$ cat src/rtl/pe_link_pkg.sv
// Shared definitions for the PE tile north/south overlay link transmitter:
// link bit positions, destination codes, FSM states and small helpers.
package pe_link_pkg;

    localparam int NORTH_WIDTH    = 130;
    localparam int SOUTH_WIDTH    = 130;
    localparam int DATA_WIDTH     = 128;
    localparam int FIFO_ADDR_BITS = 2;
    localparam int CREDITS        = 4;
    localparam int CREDIT_BITS    = 3;

    localparam int LINK_VLD_BIT = 128;
    localparam int LINK_CRD_BIT = 129;

    localparam logic DEST_NORTH = 1'b0;
    localparam logic DEST_SOUTH = 1'b1;

    localparam logic [CREDIT_BITS-1:0] CREDIT_MAX = CREDIT_BITS'(CREDITS);
    localparam logic [CREDIT_BITS-1:0] CREDIT_ONE = CREDIT_BITS'(1);

    typedef enum logic [1:0] {
        IDLE  = 2'd0,
        RUN   = 2'd1,
        DRAIN = 2'd2
    } link_state_t;

    // One queued word: destination select above the payload.
    typedef struct packed {
        logic                  dest;
        logic [DATA_WIDTH-1:0] data;
    } fifo_word_t;

    // Builds an outgoing link word; everything is zero when no flit is sent.
    function automatic logic [NORTH_WIDTH-1:0] make_flit(input logic vld,
                                                         input logic [DATA_WIDTH-1:0] data);
        logic [NORTH_WIDTH-1:0] flit;
        flit = '0;
        if (vld) begin
            flit = {1'b0, 1'b1, data};
        end
        return flit;
    endfunction

    // Next credit count: a return and a send in the same cycle cancel out,
    // and a return arriving at the maximum is dropped.
    function automatic logic [CREDIT_BITS-1:0] credit_next(input logic [CREDIT_BITS-1:0] cnt,
                                                           input logic inc,
                                                           input logic dec);
        logic [CREDIT_BITS-1:0] nxt;
        nxt = cnt;
        if (inc && !dec && (cnt != CREDIT_MAX)) begin
            nxt = cnt + CREDIT_ONE;
        end else if (dec && !inc) begin
            nxt = cnt - CREDIT_ONE;
        end
        return nxt;
    endfunction

endpackage

$ cat src/rtl/pe_link_fifo.sv
// Small synchronous FIFO holding words waiting for link credit.
// Pointers carry one extra wrap bit so full and empty are distinguishable.
module pe_link_fifo #(
    parameter int WIDTH     = 129,
    parameter int ADDR_BITS = 2
) (
    input  logic             clk,
    input  logic             reset,
    input  logic             push,
    input  logic             pop,
    input  logic [WIDTH-1:0] wdata,
    output logic [WIDTH-1:0] rdata,
    output logic             empty,
    output logic             full
);

    localparam int DEPTH = 1 << ADDR_BITS;
    localparam logic [ADDR_BITS:0] PTR_ONE = (ADDR_BITS+1)'(1);

    logic [WIDTH-1:0]   mem [DEPTH];
    logic [ADDR_BITS:0] wr_ptr;
    logic [ADDR_BITS:0] rd_ptr;
    logic               do_push;
    logic               do_pop;

    assign do_push = push && !full;
    assign do_pop  = pop && !empty;
    assign empty   = (wr_ptr == rd_ptr);
    assign full    = (wr_ptr[ADDR_BITS] != rd_ptr[ADDR_BITS]) &&
                     (wr_ptr[ADDR_BITS-1:0] == rd_ptr[ADDR_BITS-1:0]);
    assign rdata   = mem[rd_ptr[ADDR_BITS-1:0]];

    // Storage needs no reset; only the pointers define what is valid.
    always_ff @(posedge clk) begin
        if (do_push) begin
            mem[wr_ptr[ADDR_BITS-1:0]] <= wdata;
        end
    end

    // Advance write and read pointers; reset empties the queue.
    always_ff @(posedge clk or negedge reset) begin
        if (!reset) begin
            wr_ptr <= '0;
            rd_ptr <= '0;
        end else begin
            if (do_push) begin
                wr_ptr <= wr_ptr + PTR_ONE;
            end
            if (do_pop) begin
                rd_ptr <= rd_ptr + PTR_ONE;
            end
        end
    end

endmodule

$ cat src/rtl/pe_link_tx_ns.sv
// Credit-based north/south link transmitter: queues local words and sends
// them strictly in order, each to the link named by its dest bit.
module pe_link_tx_ns
    import pe_link_pkg::*;
(
    input  logic                   clk,
    input  logic                   reset,
    input  logic                   ap_start,
    input  logic [DATA_WIDTH-1:0]  s_data,
    input  logic                   s_dest,
    input  logic                   s_valid,
    output logic                   s_ready,
    input  logic [NORTH_WIDTH-1:0] in_from_north,
    input  logic [SOUTH_WIDTH-1:0] in_from_south,
    output logic [NORTH_WIDTH-1:0] out_to_north,
    output logic [SOUTH_WIDTH-1:0] out_to_south,
    output logic                   busy,
    output logic                   credit_err
);

    link_state_t            state;
    logic [CREDIT_BITS-1:0] credit_north;
    logic [CREDIT_BITS-1:0] credit_south;
    fifo_word_t             head;
    logic                   fifo_empty;
    logic                   fifo_full;
    logic                   push;
    logic                   head_credit_ok;
    logic                   send;
    logic                   send_north;
    logic                   send_south;
    logic                   pulse_north;
    logic                   pulse_south;
    logic                   overflow;
    logic                   flit_pending;
    logic                   link_in_unused;

    // Only the credit bit of the incoming links carries meaning here.
    assign link_in_unused = ^{in_from_north[LINK_CRD_BIT-1:0], in_from_south[LINK_CRD_BIT-1:0]};

    assign s_ready        = (state == RUN) && !fifo_full;
    assign push           = s_valid && s_ready;
    assign head_credit_ok = (head.dest == DEST_SOUTH) ? (credit_south != '0) : (credit_north != '0);
    assign send           = !fifo_empty && head_credit_ok;
    assign send_north     = send && (head.dest == DEST_NORTH);
    assign send_south     = send && (head.dest == DEST_SOUTH);
    assign pulse_north    = in_from_north[LINK_CRD_BIT];
    assign pulse_south    = in_from_south[LINK_CRD_BIT];
    assign overflow       = (pulse_north && !send_north && (credit_north == CREDIT_MAX)) ||
                            (pulse_south && !send_south && (credit_south == CREDIT_MAX));
    assign flit_pending   = out_to_north[LINK_VLD_BIT] || out_to_south[LINK_VLD_BIT];
    assign busy           = (state != IDLE) || !fifo_empty;

    pe_link_fifo #(
        .WIDTH     (DATA_WIDTH + 1),
        .ADDR_BITS (FIFO_ADDR_BITS)
    ) u_fifo (
        .clk   (clk),
        .reset (reset),
        .push  (push),
        .pop   (send),
        .wdata ({s_dest, s_data}),
        .rdata (head),
        .empty (fifo_empty),
        .full  (fifo_full)
    );

    // Run/drain control; draining ends once the queue and output stage are clear.
    always_ff @(posedge clk or negedge reset) begin
        if (!reset) begin
            state <= IDLE;
        end else begin
            case (state)
                IDLE:    if (ap_start) state <= RUN;
                RUN:     if (!ap_start) state <= DRAIN;
                DRAIN: begin
                    if (ap_start) begin
                        state <= RUN;
                    end else if (fifo_empty && !flit_pending) begin
                        state <= IDLE;
                    end
                end
                default: state <= IDLE;
            endcase
        end
    end

    // Track downstream buffer space per direction and latch any credit overflow.
    always_ff @(posedge clk or negedge reset) begin
        if (!reset) begin
            credit_north <= CREDIT_MAX;
            credit_south <= CREDIT_MAX;
            credit_err   <= 1'b0;
        end else begin
            credit_north <= credit_next(credit_north, pulse_north, send_north);
            credit_south <= credit_next(credit_south, pulse_south, send_south);
            if (overflow) begin
                credit_err <= 1'b1;
            end
        end
    end

    // Register the popped head onto its link for exactly one cycle.
    always_ff @(posedge clk or negedge reset) begin
        if (!reset) begin
            out_to_north <= '0;
            out_to_south <= '0;
        end else begin
            out_to_north <= make_flit(send_north, head.data);
            out_to_south <= make_flit(send_south, head.data);
        end
    end

endmodule

$ cat config.mk
export PLATFORM = sky130hd
export DESIGN_NAME = pe_link_tx_ns
export DESIGN_NICKNAME = d
export VERILOG_FILES = /design/src/rtl/pe_link_pkg.sv /design/src/rtl/pe_link_fifo.sv /design/src/rtl/pe_link_tx_ns.sv
export SDC_FILE = /design/constraint.sdc
export NUM_CORES = 1
export LEC_CHECK = 0
export BUFFER_PORTS_ARGS = -buffer_cell sky130_fd_sc_hd__buf_2
export CORE_AREA = 2 2 254 256
export DETAILED_ROUTE_END_ITERATION = 10
export DIE_AREA = 0 0 256 258
export PLACE_DENSITY = 0.79
export RECOVER_POWER = 50
export SETUP_SLACK_MARGIN = 0.1
export SKIP_CTS_REPAIR_TIMING = 1
export SYNTH_ARGS = -nofsm -noshare
export SYNTH_HDL_FRONTEND = slang
export SYNTH_SLANG_ARGS = --single-unit
$ cat constraint.sdc
create_clock -name clk -period 6.4 [get_ports clk]
set_input_delay 1.6 -clock clk [delete_from_list [all_inputs] [get_ports clk]]
set_output_delay 1.6 -clock clk [all_outputs]
set_load 0.01 [all_outputs]
Word-level counts from Yosys, hierarchy flattened
Memories as Yosys holds them, arrays and structs flattened.
Index checks and enable logic that the tools add are counted.
{"block": "op_classes", "add_sub_neg": 6, "n_eq_ne": 12, "muxes": 14, "n_bitwise": 1, "reduce_logical": 34}
{"cell": "129-bit two-way mux", "count": 2}
{"cell": "1-bit logical AND", "count": 17}
{"cell": "3-bit by 1-bit adder with 3-bit output (second input constant)", "count": 4}
{"cell": "3-bit two-way mux", "count": 4}
{"cell": "3-bit inequality test (second input constant)", "count": 3}
{"cell": "2-bit two-way mux", "count": 4}
{"cell": "1-bit zero test", "count": 7}
{"cell": "3-bit == test (second input constant)", "count": 2}
{"cell": "2-bit one-hot mux with 3 select lines", "count": 1}
{"cell": "2-bit nonzero test", "count": 3}
{"cell": "3-bit nonzero test", "count": 2}
{"cell": "3-bit by 1-bit subtractor with 3-bit output (second input constant)", "count": 2}
{"cell": "2-bit inequality test (second input constant)", "count": 2}
{"cell": "3-bit == test", "count": 1}
{"cell": "1-bit logical OR", "count": 3}
{"cell": "1-bit two-way mux", "count": 3}
{"cell": "3-bit AND reduction", "count": 1}
{"cell": "2-bit by 1-bit == test with 1-bit output (second input constant)", "count": 1}
{"cell": "2-bit == test", "count": 1}
{"cell": "2-bit == test (second input constant)", "count": 1}
{"cell": "2-bit zero test", "count": 1}
{"cell": "1-bit inequality test", "count": 1}
{"cell": "1-bit NOT", "count": 1}
{"block": "totals", "regBits": 275, "mem_bits_rw": 516, "in_bits": 393, "mem_count": 1}
{"memory": "u_fifo.mem", "depth": 4, "width": 129, "rd": 1, "rd_ports_with_merged_regs": 0, "write_ports": 1, "line": "pe_link_fifo.sv:20", "rtl": "logic [WIDTH-1:0] mem [DEPTH];"}

Longest topological paths before layout
{"block": "depth", "ltp_word": 8, "ltp_mapped": 10}

Hierarchy
Synthesis repeated with hierarchy kept, for this count alone.
{"block": "hier_totals", "hier_cells": 1349, "area_unflattened_um2": 28046.9}
{"module": "pe_link_fifo", "instances": 1, "cells_per_inst": 723, "area_per_inst_um2": 19080.8, "seq_area_each_um2": 15645.0}
{"module": "pe_link_tx_ns", "instances": 1, "cells_per_inst": 626, "area_per_inst_um2": 8966.1, "seq_area_each_um2": 6683.9}

Least setup slack after synthesis
OpenSTA, ideal clock, no wires.
{"block": "synth_path", "kind": "input-to-reg", "start": "in s_valid", "end": "mem u_fifo.mem[3][0], enable pin", "t_arrival_ns": 5.026, "required_time_ns": 5.895, "path_slack_ns": 0.869, "path_stages": 3, "n_path_buf": 0, "cell_sequence": "inv_1 -> a311oi_2 -> and2_1"}
{"block": "synth_between", "elab_chain_cells": 4}
{"item": "start, declared", "line": "pe_link_tx_ns.sv:11", "rtl": "input logic s_valid,"}
{"item": "1-bit logical AND", "line": "pe_link_tx_ns.sv:42", "rtl": "assign push = s_valid && s_ready;"}
{"item": "1-bit logical AND", "line": "pe_link_fifo.sv:26", "rtl": "assign do_push = push && !full;"}
{"item": "1-bit two-way mux", "line": "pe_link_fifo.sv:35", "rtl": "if (do_push) begin"}
{"item": "1-bit two-way mux (not written as such)", "line": "pe_link_fifo.sv:36", "rtl": "mem[wr_ptr[ADDR_BITS-1:0]] <= wdata;"}
{"item": "end, declared", "line": "pe_link_fifo.sv:20"}
No other way between the ends.

Worst setup path after layout
{"block": "layout_path", "start": "reg u_fifo.rd_ptr[1]", "end": "out busy"}
{"block": "layout_between", "elab_chain_cells": 3}
{"item": "start, declared", "line": "pe_link_fifo.sv:22", "rtl": "logic [ADDR_BITS:0] rd_ptr;"}
{"item": "start signal, assigned", "line": "pe_link_fifo.sv:50", "rtl": "rd_ptr <= rd_ptr + PTR_ONE;"}
{"item": "3-bit == test", "line": "pe_link_fifo.sv:28", "rtl": "assign empty = (wr_ptr == rd_ptr);"}
{"item": "1-bit zero test", "line": "pe_link_tx_ns.sv:52", "rtl": "assign busy = (state != IDLE) || !fifo_empty;"}
{"item": "1-bit logical OR", "line": "pe_link_tx_ns.sv:52"}
{"item": "end, declared", "line": "pe_link_tx_ns.sv:17", "rtl": "output logic busy,"}
No other way between the ends.

==> impl_metrics.tcl <==
set metrics [dict create \
    status "complete, but fails checks" \
    violations "capacitance limit, slew limit" \
    cap_violations 1 \
    grt_pass1_vias 16593 \
    yosys_warnings 0 \
    fill_cells 5110 \
    grt_max_degree 140 \
    clock_latency_ps 620 \
    gp_congestion 0.809 \
    setup_viol 0 \
    numPortBuffers 395 \
    cts.sink_count 789 \
    p_per_area_nw_per_um2 475 \
    drt.antenna.violating_nets 0 \
    drc_errors 0 \
    multiInputGateArea_um2 5520 \
    crit_type "reg2out" \
    antenna_found_initial 19 \
    yosysTopAreaCellShare_pct 54.5 \
    min_period_over_period_pct 72.3 \
    final_cells 3082 \
    ioPinCount 656 \
    arrival_ps 3030 \
    synth_area_leader_cell "edfxtp_1" \
    min_path_type "reg2reg" \
    crit_required_ps 4800 \
    final_nets 2552 \
    seq_area_frac_synth_pct 78.6 \
    synthToLayoutAreaGrowth_pct 17.8 \
    vias 15727 \
    grt_busiest_layer "met2" \
    placed_cells 2925 \
    grt_use_met3_pct 7.21 \
    cts_buffer_depth 3 \
    drv_slew 121 \
    rows 93 \
    endpoint_kind "output pin" \
    async_flop_share_pct 34.6 \
    grt_setup_unrepaired "false" \
    initial_core_util_pct 44.6 \
    fmax_mhz 216 \
    yosysUniqueCellTypes 44 \
    dr.first_iter.drc_count 1209 \
    ir_worst_vdd_v 0.000345 \
    register_area_um2 22300 \
    die_x_um 256 \
    wirelength_um 62000 \
    slowest_delay_ps 1080 \
    relSlewSlack_pct -98.5 \
    yosys-top-cells-area "edfxtp_1 55%, dfrtp_1 24%, nor2_1 5.2%" \
    cts_buffers 80 \
    synthCells 1750 \
    drive_above_1_share_pct 19.3 \
    first_pass_iters 5 \
    layout_commonest_cell "edfxtp_1" \
    layout_common_cells "516 x edfxtp_1, 392 x nor2_1, 269 x dfrtp_1, 266 x clkbuf_1, 143 x buf_2" \
    wl_per_cell_um 20.1 \
    critPathLaunchType "register" \
    synth_edf_count 516 \
    cp_max_fo 61 \
    grt_pass1_wl_um 93400 \
    fin_tns_setup_ps 0 \
    track_usage_pct 18.4 \
    use_met1_pct 22.7 \
    ys_seq_elements 789 \
    use_met2_pct 29.8 \
    syn_area_per_cell_um2 16.2 \
    critPathTopFamily "flip-flops" \
    power.leakage_nw 13.2 \
    overflow 0 \
    cp_slowest_cell "dfrtp_4" \
    root_buffer "clkbuf_16" \
    h-tree-depth 3 \
    path_buf_inv 1 \
    timing.critical_path.cells "xnor2_1 > nand3_1 > or3_1 > buf_2" \
    skew_ps 26.0 \
    period_minus_slack_ps 4630 \
    synth_flop_cell "edfxtp_1" \
    dp.final_hpwl_um 37900 \
    die_area_um2 66000 \
    worst_slew_pin_slew_ps 2980 \
    cts.clk_slew.worst_paths_ps 60 \
    core-area_um2 63600 \
    via_per_inst 5.10 \
    final-hold-violation-count 0 \
    syn-cell-area_um2 28400 \
    cts_tree "yes" \
    die_h_um 258 \
]
layout make-up:
class / count / area share, %
Inverter: 11 / 0.123
Sequential cell: 789 / 66.7
Antenna cell: 8 / 0.0598
Timing Repair Buffer: 411 / 5.53
Tap cell: 855 / 3.19
Multi-Input combinational cell: 859 / 16.5
Clock inverter: 41 / 1.09
Clock buffer: 108 / 6.82
registers in the layout (all words and copies together) (netlist names):
signal,cells
u_fifo.rd_ptr,3
out_to_north,129
u_fifo.wr_ptr,3
credit_south,3
credit_err,1
u_fifo.mem,516
state,2
out_to_south,129
credit_north,3
metrics by stage:
stage          power [W]  setup slack, ps  hold slack (ps)  instance area (um^2)  util (%)
3_5_place_dp      0.0114             2450              464                 31200      49.0
2_1_floorplan     0.0101              869              454                 28400         -
5_1_grt           0.0166             1360              500                 33500      52.6
4_1_cts           0.0161             1730              478                 33800      53.2
3_3_place_gp      0.0112             2540              449                 31200      49.0
6_report          0.0159             1770              474                 33500      52.6
cell families (layout without fill, tap and decap cells):
family | after synthesis | in the layout | synth area share, %
buf+inv | 103 | 571 | 1.99
mux | 264 | 264 | 9.92
other cells | 1 | 10 | 0.0132
xor+xnor | 14 | 14 | 0.484
simple gates | 414 | 414 | 5.60
compound gates | 158 | 158 | 3.06
flops | 789 | 789 | 78.6
fa+ha+maj | 7 | 7 | 0.361
power breakdown:
part           switching, W  leakage (nW)  internal, W
combinational       0.00294          3.62      0.00157
clock               0.00193          1.30      0.00266
sequential         0.000458          8.27      0.00634
synthesized netlist by cell type, types with 2 or more instances:
master	instances
o22ai_1	5
mux2_2	130
a21oi_1	131
nand3_1	2
a21o_1	2
a21boi_0	3
a31oi_1	2
buf_6	12
fa_1	2
xnor2_1	6
clkbuf_1	32
dfstp_2	2
edfxtp_1	516
mux2i_1	133
and2_1	4
o211ai_1	2
xnor2_2	2
buf_2	28
dfrtp_1	271
nor4_1	2
buf_4	14
nand2_1	8
inv_1	11
o21ai_0	5
nor2_1	392
xor2_1	6
ha_1	5
buf_1	6
worst paths after layout:
| kind | from | to | slack [ps] | cells after the start |
|---|---|---|---|---|
| max | u_fifo.rd_ptr[1] | busy | 1770 | 4 |
| min | credit_err | credit_err | 470 | 1 |
| max reg2reg | u_fifo.rd_ptr[1] | u_fifo.mem[0][50] | 2540 | 4 |
| min reg2reg | credit_err | credit_err | 470 | 1 |
| max in group asynchronous | reset | out_to_north[78] | 1980 | 2 |
| min in group asynchronous | reset | out_to_north[112] | 1020 | 1 |
worst register-to-register path: stages, from the launching register on:
cell and delay (ps):
dfrtp_4 1080, xnor2_1 300, a311oi_1 860, and2_4 680
buf_4 570
metal layers:
layer	part of all wire, %	wire length (um)
met1	41	25200
met2	47	29000
met3	9.7	6010
met4	2.6	1610
met5	0.21	128
No activity file was read; power rests on OpenSTA's default activity.
